<file path="src/rtl/pipe_stage_reg_if.sv">
// Bundle of stall/flush control, upstream payload and scratch, and the registered
// stage outputs. Control and upstream inputs are driven by the master side.
interface pipe_stage_reg_if #(
    parameter int PAYLOAD_W = 103,
    parameter int TEMP_W    = 64,
    parameter int CNT_W     = 2,
    parameter int BCNT_W    = 16
);
    logic [5:0]           stall;
    logic                 flush;
    logic [PAYLOAD_W-1:0] in_payload;
    logic [TEMP_W-1:0]    in_temp;
    logic [CNT_W-1:0]     in_cnt;
    logic                 bcnt_clr;
    logic [PAYLOAD_W-1:0] out_payload;
    logic [TEMP_W-1:0]    out_temp;
    logic [CNT_W-1:0]     out_cnt;
    logic [BCNT_W-1:0]    out_bcnt;

    modport master (
        output stall, flush, in_payload, in_temp, in_cnt, bcnt_clr,
        input  out_payload, out_temp, out_cnt, out_bcnt
    );

    modport slave (
        input  stall, flush, in_payload, in_temp, in_cnt, bcnt_clr,
        output out_payload, out_temp, out_cnt, out_bcnt
    );
endinterface

</file>
<file path="src/rtl/pipe_stage_reg.sv">
// Pipeline register between two stages: advances, holds or inserts a bubble from
// the stall vector, feeds multi-cycle scratch back upstream and counts bubbles.
module pipe_stage_reg #(
    parameter int                   PAYLOAD_W = 103,
    parameter int                   STAGE     = 3,
    parameter logic [PAYLOAD_W-1:0] NOP_VAL   = '0,
    parameter int                   TEMP_W    = 64,
    parameter int                   CNT_W     = 2,
    parameter int                   BCNT_W    = 16
) (
    input logic             clk,
    input logic             rst,
    pipe_stage_reg_if.slave bus
);
    if (STAGE < 0 || STAGE > 4) begin : g_bad_stage
        $fatal(1, "pipe_stage_reg: STAGE=%0d outside 0..4", STAGE);
    end

    // Handshake: stall bit 1 means Stop. The upstream stage is stall[STAGE], the
    // downstream stage is stall[STAGE+1]; there is no valid/ready pair here.
    logic w_up;
    logic w_dn;
    logic w_bubble;

    assign w_up     = bus.stall[STAGE];
    assign w_dn     = bus.stall[STAGE+1];
    assign w_bubble = !bus.flush && w_up && !w_dn;

    always_ff @(posedge clk) begin
        if (rst) begin
            bus.out_payload <= NOP_VAL;
            bus.out_temp    <= '0;
            bus.out_cnt     <= '0;
            bus.out_bcnt    <= '0;
        end else begin
            if (bus.flush) begin
                bus.out_payload <= NOP_VAL;
                bus.out_temp    <= '0;
                bus.out_cnt     <= '0;
            end else if (w_bubble) begin
                bus.out_payload <= NOP_VAL;
                bus.out_temp    <= bus.in_temp;
                bus.out_cnt     <= bus.in_cnt;
            end else if (!w_up) begin
                bus.out_payload <= bus.in_payload;
                bus.out_temp    <= '0;
                bus.out_cnt     <= '0;
            end else begin
                // Hold: payload frozen, scratch keeps following the upstream stage.
                bus.out_temp    <= bus.in_temp;
                bus.out_cnt     <= bus.in_cnt;
            end

            if (bus.bcnt_clr) begin
                bus.out_bcnt <= '0;
            end else if (w_bubble && (bus.out_bcnt != '1)) begin
                bus.out_bcnt <= bus.out_bcnt + 1'b1;
            end
        end
    end
endmodule

</file>
<file path="src/flat_wrapper.sv">
// flat-port wrapper written by rule: the top's interface ports become plain ports
module pipe_stage_reg_flat 
#(
    parameter int                   PAYLOAD_W = 103,
    parameter int                   STAGE     = 3,
    parameter logic [PAYLOAD_W-1:0] NOP_VAL   = '0,
    parameter int                   TEMP_W    = 64,
    parameter int                   CNT_W     = 2,
    parameter int                   BCNT_W    = 16
)
  (clk, rst, bus_stall, bus_flush, bus_in_payload, bus_in_temp, bus_in_cnt, bus_bcnt_clr, bus_out_payload, bus_out_temp, bus_out_cnt, bus_out_bcnt);
  pipe_stage_reg_if #(.PAYLOAD_W(PAYLOAD_W), .TEMP_W(TEMP_W), .CNT_W(CNT_W), .BCNT_W(BCNT_W)) bus_i ();
  input logic clk;
  input logic rst;
  input wire logic [$bits(bus_i.stall)-1:0] bus_stall;
  input wire logic [$bits(bus_i.flush)-1:0] bus_flush;
  input wire logic [$bits(bus_i.in_payload)-1:0] bus_in_payload;
  input wire logic [$bits(bus_i.in_temp)-1:0] bus_in_temp;
  input wire logic [$bits(bus_i.in_cnt)-1:0] bus_in_cnt;
  input wire logic [$bits(bus_i.bcnt_clr)-1:0] bus_bcnt_clr;
  output wire logic [$bits(bus_i.out_payload)-1:0] bus_out_payload;
  output wire logic [$bits(bus_i.out_temp)-1:0] bus_out_temp;
  output wire logic [$bits(bus_i.out_cnt)-1:0] bus_out_cnt;
  output wire logic [$bits(bus_i.out_bcnt)-1:0] bus_out_bcnt;
  assign bus_i.stall = bus_stall;
  assign bus_i.flush = bus_flush;
  assign bus_i.in_payload = bus_in_payload;
  assign bus_i.in_temp = bus_in_temp;
  assign bus_i.in_cnt = bus_in_cnt;
  assign bus_i.bcnt_clr = bus_bcnt_clr;
  assign bus_out_payload = bus_i.out_payload;
  assign bus_out_temp = bus_i.out_temp;
  assign bus_out_cnt = bus_i.out_cnt;
  assign bus_out_bcnt = bus_i.out_bcnt;
  pipe_stage_reg #(.PAYLOAD_W(PAYLOAD_W), .STAGE(STAGE), .NOP_VAL(NOP_VAL), .TEMP_W(TEMP_W), .CNT_W(CNT_W), .BCNT_W(BCNT_W)) u_core (.clk(clk), .rst(rst), .bus(bus_i));
endmodule
</file>
<file path="config.mk">
export PLATFORM = sky130hd
export DESIGN_NAME = pipe_stage_reg_flat
export DESIGN_NICKNAME = d
export VERILOG_FILES = /design/src/rtl/pipe_stage_reg_if.sv /design/src/rtl/pipe_stage_reg.sv /design/src/flat_wrapper.sv
export SDC_FILE = /design/constraint.sdc
export NUM_CORES = 1
export LEC_CHECK = 0
export CAP_MARGIN = 40
export CORE_AREA = 8 8 137 139
export DETAILED_ROUTE_END_ITERATION = 6
export DIE_AREA = 0 0 145 147
export GPL_TIMING_DRIVEN = 0
export PLACE_DENSITY_LB_ADDON = 0.1
export SYNTH_ARGS = -nofsm -noshare
export SYNTH_HDL_FRONTEND = slang
export SYNTH_SLANG_ARGS = --single-unit
</file>
<file path="constraint.sdc">
create_clock -name clk -period 4.5 [get_ports clk]
set_input_delay 0.675 -clock clk [delete_from_list [all_inputs] [get_ports clk]]
set_output_delay 0.675 -clock clk [all_outputs]
set_load 0.005 [all_outputs]
</file>
==> flow_summary.toml <==
[global_route]
grtUsageTotal = 0.195
grt_pass1_vias = 5422
grt_max_degree = 18
antenna_found_initial = 3
globalRouteOverflowTotal = 0
grt_pass1_wl_um = 32100

[synthesis]
syn_avg_cell_area_um2 = 10.8
synth_most_common_cell = "dfxtp_1"
synthTopCellsByCount = "dfxtp_1 (185), mux2i_1 (111), nor2_1 (109)"
synth.top_cell.area_share = 0.592
synth-edff-count = 0
syn_inst = 580
synth_fp_nets = 760
ys_ff_latch = 185
synth_largest_area_cell = "dfxtp_1"
ys_types = 31
seq_area_frac_synth = 0.592
synth_flop_cell = "dfxtp_1"
synth_area_mm2 = 0.00625
yosys_warnings = 0
synth_area_leaders = "dfxtp_1 (59%), mux2i_1 (18%), and2_1 (6.7%), nor2_1 (6.5%), clkbuf_1 (1.3%)"
async_flop_share = 0

[die]
fp-row-count = 48
die_h_um = 147
num_io_pins = 364
dieWidth_um = 145
start_util = 0.373
dieArea_mm2 = 0.0213
core_mm2 = 0.0168

[final_layout]
nets = 1137
drive_gt1_frac = 0.0454
design_area_mm2 = 0.0107
area_delta_synth_final_pct = 71.1
fill_cells = 1396

[clock_tree]
postCtsSetupBuffers = 0
cts_tree = "done"
cts.htree.levels = 4
cts_buffer_depth = 2
clk_pin_slew_ps = 70
cts-resized-gates = 0
cts_hold_buffers = 0
numCtsBuffers = 17
worstSkewPairLatency_ps = 420
numClockSinks = 185
cts_root_buf = "clkbuf_16"

[sta]
setup_slack_ps = 2080
tns_ps = 0
finalSetupViolations = 0
worst_pin_slew_ps = 735
final_hold_viol_count = 0
rsz0062_at_grt = "false"
fin_skew_ps = 6.00
fin_crit_sh = 0.538
slew_viol_final = 0
finalCriticalPeriod_ps = 2420
max-slew-margin-rel = 0.510
fmax_mhz = 413

[routing]
via_count = 5326
routed_wl_um = 21100
drt_iter0_markers = 196
firstDrtPassIters = 4
avgViaCountPerCell = 4.45
ant_nets = 0
wl_per_cell_um = 17.7
route.detailed.drc = 0

[placed_design]
place_ws_ps = 1650
io_buffers = 358
gp_congestion = 0.806
hpwl_um = 17000
place_area_mm2 = 0.0101

[status]
outcome = "completed"

[power_and_ir_drop]
pwr_density_cell_mw_per_mm2 = 333
p_leak_nw = 4.20
power_w = 0.00356
vdd_drop_max_uv = 244

[worst_setup_path]
crit_path_end_kind = "register"
critical_path_arrival_ps = 2790
crit_chain = "clkdlybuf4s50_1 > clkbuf_1 > nor3b_1 > clkbuf_1 > clkbuf_1 > and2_1"
reg2reg_slack_ps = 2560
worstPathRequired_ps = 4870
critical_path.slowest_cell = "nor3b_1"
cp_slowest_stage_delay_ps = 540
cp_max_fo = 10
cpMostUsedCell = "clkbuf_1"
crit_type = "in2reg"
start_kind = "input pin"

[flow_run]
drv_cap = 0

[min_path]
hold_class = "reg2reg"
cell usage in the layout, fill, tap and decap left out, drive strengths merged:
| cell type | instances |
|---|---|
| a21oi | 8 |
| clkdlybuf4s50 | 358 |
| nand4 | 6 |
| o311ai | 1 |
| a311oi | 1 |
| or4 | 4 |
| o41ai | 1 |
| o31ai | 4 |
| nand3 | 6 |
| a2111oi | 1 |
| nor3b | 2 |
| clkinv | 3 |
| clkinvlp | 1 |
| a211oi | 3 |
| clkbuf | 41 |
| mux2i | 111 |
| o21ai | 1 |
| diode | 1 |
| ha | 1 |
| and4 | 3 |
| bufinv | 1 |
| nand2 | 14 |
| nor3 | 1 |
| or3 | 9 |
| or2 | 1 |
| inv | 10 |
| buf | 12 |
| nor4 | 3 |
| and2 | 67 |
| dfxtp | 185 |
| nor2 | 109 |
| a41oi | 2 |
final cells by class:
cell class                      count  area (um^2)  area share
Antenna cell                        1         2.50    0.000234
Buffer                             34          144      0.0135
Clock buffer                       19          443      0.0414
Clock inverter                     13          134      0.0125
Inverter                            2         7.51    0.000702
Multi-Input combinational cell    359         2400       0.224
Sequential cell                   185         3700       0.346
Tap cell                          225          282      0.0263
Timing Repair Buffer              358         3580       0.335
metal layers:
metal	track usage	up-vias	wire [um]
li1	-	2693	-
met1	0.192	2368	7840
met2	0.347	233	10500
met3	0.102	28	2310
met4	0.0637	4	421
met5	0	-	27
report_power, final:
group	switching [W]	internal (W)	leakage [nW]	total [W]
Sequential	0.0000179	0.00168	1.50	0.00170
Clock	0.000669	0.000798	0.285	0.00147
Combinational	0.000129	0.000264	2.42	0.000393
Total	0.000816	0.00274	4.20	0.00356
path summary, 6_finish.rpt:
kind                                                 start                    endpoint  depth (start not counted)
worst min-delay path            u_core.bus.out_payload[29]  u_core.bus.out_payload[29]                          2
worst min register to register  u_core.bus.out_payload[29]  u_core.bus.out_payload[29]                          2
worst max-delay path                                   rst     u_core.bus.out_temp[46]                          6
worst max register to register      u_core.bus.out_bcnt[0]      u_core.bus.out_bcnt[5]                          6
per-stage QoR:
| stage | cells | utilization | hold WS (ps) |
|---|---|---|---|
| floorplan | 580 | - | 480 |
| finish | 1196 | 0.638 | 492 |
| global route | 1196 | 0.638 | 526 |
| global placement | 1163 | 0.604 | 473 |
| detailed placement | 1163 | 0.604 | 482 |
| CTS | 1195 | 0.638 | 498 |
cells by family after synthesis:
family / count (synthesis) / share of synthesized area
AND/OR/NAND/NOR: 225 / 0.180
flip-flops: 185 / 0.592
multiplexers: 111 / 0.178
buffers and inverters: 36 / 0.0242
AO/OA/AOI/OAI: 22 / 0.0240
adder cells (fa/ha/maj): 1 / 0.00200
sequential cells by signal (all words and copies together), names as in the netlist:
name and flops:
u_core.bus.out_temp 64, u_core.bus.out_cnt 2, u_core.bus.out_payload 103, u_core.bus.out_bcnt 16
critical path: cells and delay by family:
family                 cells  cell delay [ps]
buffers and inverters      4             1390
and+or+nand+nor            2              720
(Power assumes the default switching activity.)
